[src/rtl/deserializer.sv]
// deserializer: collects out_bit_width/in_bit_width narrow words (first word in the LSB slice) into one wide word.
//   clk        - rising-edge clock
//   reset      - asynchronous active-low reset
//   data_ready - producer offers data_in this cycle
//   read_data  - narrow word is accepted this cycle (data_ready && read_data)
//   data_in    - narrow input word
//   write_data - data_out holds a valid wide word
//   out_ready  - consumer takes data_out this cycle
//   data_out   - assembled wide word, held after consumption
module deserializer #(
  parameter int in_bit_width  = 32,
  parameter int out_bit_width = 512
) (
  input  logic                     clk,
  input  logic                     reset,
  input  logic                     data_ready,
  output logic                     read_data,
  input  logic [in_bit_width-1:0]  data_in,
  output logic                     write_data,
  input  logic                     out_ready,
  output logic [out_bit_width-1:0] data_out
);
  localparam int n  = out_bit_width / in_bit_width;
  localparam int cw = $clog2(n);
  localparam int aw = out_bit_width - in_bit_width;
  logic [cw-1:0]            seg_q, seg_d;
  logic [aw-1:0]            asm_q, asm_d;
  logic [out_bit_width-1:0] out_q, out_d;
  logic                     wr_q, wr_d, last, accept;
  assign last = seg_q == cw'(n - 1);
  // Only the last segment needs the output slot; a consume on the same edge frees it, hence the out_ready term.
  assign read_data  = reset && !(last && wr_q && !out_ready);
  assign accept     = data_ready && read_data;
  assign write_data = wr_q;
  assign data_out   = out_q;
  always_comb begin
    seg_d = accept ? (last ? '0 : seg_q + 1'b1) : seg_q;
    asm_d = asm_q;
    for (int i = 0; i < n - 1; i++)
      if (accept && seg_q == cw'(i)) asm_d[i*in_bit_width +: in_bit_width] = data_in;
    // The last segment goes straight to the output, bypassing the assembly register.
    out_d = accept && last ? {data_in, asm_q} : out_q;
    wr_d  = accept && last ? 1'b1 : wr_q && !out_ready;
  end
  always_ff @(posedge clk or negedge reset)
    if (!reset) begin
      seg_q <= '0;
      asm_q <= '0;
      out_q <= '0;
      wr_q  <= 1'b0;
    end else begin
      seg_q <= seg_d;
      asm_q <= asm_d;
      out_q <= out_d;
      wr_q  <= wr_d;
    end
endmodule

[config.mk]
export PLATFORM = sky130hd
export DESIGN_NAME = deserializer
export DESIGN_NICKNAME = d
export VERILOG_FILES = /design/src/rtl/deserializer.sv
export SDC_FILE = /design/constraint.sdc
export NUM_CORES = 1
export LEC_CHECK = 0
export BUFFER_PORTS_ARGS = -buffer_cell sky130_fd_sc_hd__buf_2
export CAP_MARGIN = 20
export CORE_MARGIN = 5
export CORE_UTILIZATION = 43
export DETAILED_ROUTE_END_ITERATION = 16
export PLACE_DENSITY = 0.67
export SETUP_SLACK_MARGIN = 0.1
export SLEW_MARGIN = 10
export SYNTH_ARGS = -nofsm -noshare
export SYNTH_HDL_FRONTEND = slang
export SYNTH_SLANG_ARGS = --single-unit
[constraint.sdc]
create_clock -name clk -period 3.6 [get_ports clk]
set_input_delay 0.54 -clock clk [delete_from_list [all_inputs] [get_ports clk]]
set_output_delay 0.54 -clock clk [all_outputs]
set_load 0.01 [all_outputs]
Word level (Yosys, flattened, before mapping)
Cells that the tools add are included.
Operators by class
  reductions and logical operators: 24
  equal/unequal tests: 15
  add/sub/neg operators: 1
  mux-type cells: 2
Operators with widths (count)
  $eq A4 B4 Y1 const B: 8
  $logic_and A1 B1 Y1: 21
  $eq A4 B3 Y1 const B: 4
  $eq A4 B2 Y1 const B: 2
  $add A4 B1 Y4 const B: 1
  $eq A4 B1 Y1 const B: 1
  $logic_not A4 Y1: 1
  $mux W4: 1
  $logic_not A1 Y1: 2
  $mux W1: 1
Word-level totals
  input port bits: 36
  logic and storage cells: 60
  bits in registers: 997

Longest topological paths before layout
  word-level depth: 8
  gate-level depth with buffers: 6

Worst setup path after synthesis
OpenSTA, ideal clock, no wires.
  path type: flip-flop to output port
  start: register seg_q[0]
  end: output read_data
  setup slack: 1696 ps
  required time: 3060 ps
  stages on the path, launching flop included: 6
  arrival: 1364 ps
  cells stage by stage: dfrtp_1 > ha_1 > buf_2 > nand3_1 > or2_2 > and2_1
Between the ends
  cells in the longest elaborated chain, start to end: 5
RTL lines
  start, declared: line 26  | logic [cw-1:0] seg_q, seg_d;
  start signal, assigned: line 52  | seg_q <= seg_d;
  $eq A4 B4 Y1: line 30  | assign last = seg_q == cw'(n - 1);
  $logic_and A1 B1 Y1 (2 in a row): line 32  | assign read_data = reset && !(last && wr_q && !out_ready);
  $logic_not A1 Y1: line 32
  $logic_and A1 B1 Y1: line 32
  end, declared: line 17  | output logic read_data,
No other way between the ends.

Worst setup path after layout
  start: input reset
  end: output read_data
Between the ends
  cells in the longest elaborated chain, start to end: 1
RTL lines
  start, declared: line 15  | input logic reset,
  $logic_and A1 B1 Y1: line 32
No other way between the ends.

==> flow_summary.yaml <==
place:
  place_area_um2: 41220
  portBuffers: 549
  dpl.hpwl_um: 64310
  numPlacedInstances: 3785
  gp_congestion: 0.7944
timing:
  period_needed_ns: 3.014
  setup_viol: 0
  rsz0062_at_grt: "false"
  final_max_slew_viol_count: 0
  hold_viol: 0
  skew_ns: 0.02485
  relSlewSlack_pct: 21.89
  tightest_slew_ns: 1.172
  min_period_over_period_pct: 83.72
  tns_ns: 0
  fmax_ghz: 0.3318
die:
  die_h_um: 305.3
  start_util_pct: 43.29
  die_w_um: 305.3
  core_area_um2: 86620
  dieArea_um2: 93200
  ios: 550
  rows: 108
clocking:
  hold_buffers: 1
  cts_resized: 0
  post_cts_buffers: 0
  cts_buffer_depth: 3
  cts_max_level: 3
  clkLatencyLatePin_ns: 0.66
  clk_pin_slew_worst_paths_ns: 0.06
  cts_inserted_buffers: 103
  cts_sinks: 997
  cts_root_buf: "clkbuf_16"
  tritoncts: "built"
setup_path:
  worst_setup_path_start_kind: "primary input"
  path_class: "primary input to primary output"
  cpMaxStageDelayCell: "dlygate4sd3_1"
  cp.arrival_ns: 2.47
  cp-startpoint: "reset"
  cp.required_ns: 3.06
  critical_path.max_fanout: 147
  cpPeakStageDelay_ns: 0.67
  rr_startpoint: "seg_q[0]$_DFFE_PN0P_"
  path_cells: "dlygate4sd3_1 -> buf_8 -> buf_12 -> and2_1 -> buf_2"
  cp-end-kind: "primary output"
synth:
  synth.cell_area_um2: 37490
  seq_area_frac_synth_pct: 66.54
  yosysUniqueCellTypes: 24
  synth-simple-area-share_pct: 0.6040
  ys_ff_latch: 997
  postSynth.asyncResetShare_pct: 100.0
  syn_area_per_cell_um2: 17.21
  synth_top_family_by_area: "multiplexers"
  synth_xor_xnor_area_share_pct: 0
  mappedNetlistNets: 2218
  ys.flop_type: "dfrtp_1"
  synthAdderAreaFrac_pct: 0.1335
  synthMuxAreaShare_pct: 29.98
  synth_compound_area_share_pct: 0.1101
  yosysWarnings: 0
  synth_edf_count: 0
  syn_inst: 2178
global_route:
  track_usage_pct: 20.68
  grt_max_degree: 201
  grt_pass1_wl_um: 147800
  grt_antenna_before_repair: 5
  gr-total-overflow: 0
  grt_pass1_vias: 22463
finish:
  nets: 2777
  design_area_um2: 44730
  area_growth_pct: 19.31
  regArea_um2: 24950
  final_util_pct: 51.65
  multi_input_area_um2: 11620
  n_fill_cell: 7133
  final_cells: 3974
  drive_above_1_share_pct: 60.95
detailed_routing:
  post_drt_wl_per_cell_um: 24.56
  vias: 20462
  ant_nets: 0
  drt-initial-drc-count: 1047
  first_pass_iters: 6
  totalWireLength_um: 97580
  route.detailed.drc: 0
  vias_per_cell: 5.149
worst_hold_path:
  hold_class: "primary input to register"
  min_from: "out_ready"
pwr:
  vdd_drop_max_mv: 0.5323
  leakagePower_nw: 23.67
  p_per_area_nw_per_um2: 835.9
job:
  max_cap_violations: 0
run_status:
  status: "finished clean"
layer usage:
metal	global-route usage (%)	share of wire (%)
met2	35.31	50
met3	5.075	6.4
met4	6.356	2.7
met1	26.32	41
met5	0	0
synth_stat cells, types with 2 or more instances:
master	number	share of area (%)
dfrtp_1	997	67
nand3_1	5	0.067
a21oi_1	4	0.053
nand2_1	9	0.090
o21ai_0	3	0.040
mux2_2	931	28
and3_1	3	0.050
buf_6	53	1.6
mux2_4	16	0.64
inv_1	2	0.020
nor3_2	4	0.11
and2_1	3	0.050
ha_1	4	0.13
nand2b_1	3	0.050
nor2_1	3	0.030
mux2_1	46	1.4
buf_2	52	0.69
nor2b_1	2	0.033
nand4_1	2	0.033
clkbuf_1	32	0.32
flip-flops by register name, summed over array words and instances (netlist names):
name	cells
asm_q	480
data_out	512
seg_q	4
write_data	1
per-stage QoR:
stage,hold WS (ns),worst slack (ns),power (mW)
4_1_cts,0.3366,0.5038,37.88
5_1_grt,0.3967,0.3799,39.38
2_1_floorplan,0.2444,1.696,22.61
3_5_place_dp,0.3583,1.090,26.95
3_3_place_gp,0.3580,1.074,26.40
6_report,0.4053,0.5861,37.39
path summary, 6_finish.rpt:
check,end,slack [ns],cells past startpoint
max in group asynchronous,asm_q[463]$_DFFE_PN0P_,1.14,4
min,write_data$_DFF_PN0_,0.41,3
min in group asynchronous,seg_q[3]$_DFFE_PN0P_,0.43,2
min reg2reg,asm_q[229]$_DFFE_PN0P_,0.48,1
max reg2reg,asm_q[216]$_DFFE_PN0P_,1.10,6
max,read_data,0.59,5
cell families (layout without fill, tap and decap cells):
| logic type | count (synthesis) | count (layout) |
|---|---|---|
| AND/OR/NAND/NOR | 37 | 37 |
| multiplexers | 993 | 993 |
| AO/OA/AOI/OAI | 8 | 8 |
| buffers and inverters | 139 | 778 |
| adder cells (fa/ha/maj) | 4 | 4 |
| flip-flops | 997 | 997 |
| other | 0 | 2 |
critical path, delay by kind of cell:
| family | cells | cell delay [ns] |
|---|---|---|
| AND/OR/NAND/NOR | 1 | 0.23 |
| buffers and inverters | 4 | 1.60 |
cells in the final DEF, fill, tap and decap left out, types with 3 or more instances in the layout:
cell / count
mux2_4: 16
a21oi_1: 4
dfrtp_1: 997
clkbuf_1: 21
clkinv_2: 16
bufinv_16: 7
buf_4: 29
ha_1: 4
o21ai_0: 3
and2_1: 3
buf_12: 11
nor3_4: 4
mux2_2: 931
nand3_1: 3
buf_2: 548
nand2_1: 3
nand2b_1: 3
clkbuf_16: 105
nand2_2: 6
mux2_1: 46
clkbuf_8: 29
and3_1: 3
report_power, final:
| part | internal, mW | leakage (nW) | switching (mW) |
|---|---|---|---|
| registers | 15.5 | 13.2 | 2.41 |
| logic | 4.70 | 8.71 | 4.00 |
| clock network | 6.43 | 1.72 | 4.34 |
layout make-up:
cell class,count,area share (%)
multi-input cells,1042,25.99
diodes,2,0.01119
repair buffers,591,7.227
flip-flops and latches,997,55.77
well taps,1155,3.231
clock buffers,155,6.942
clock inverters,30,0.8139
inverters,2,0.01678
(Power assumes the default switching activity.)
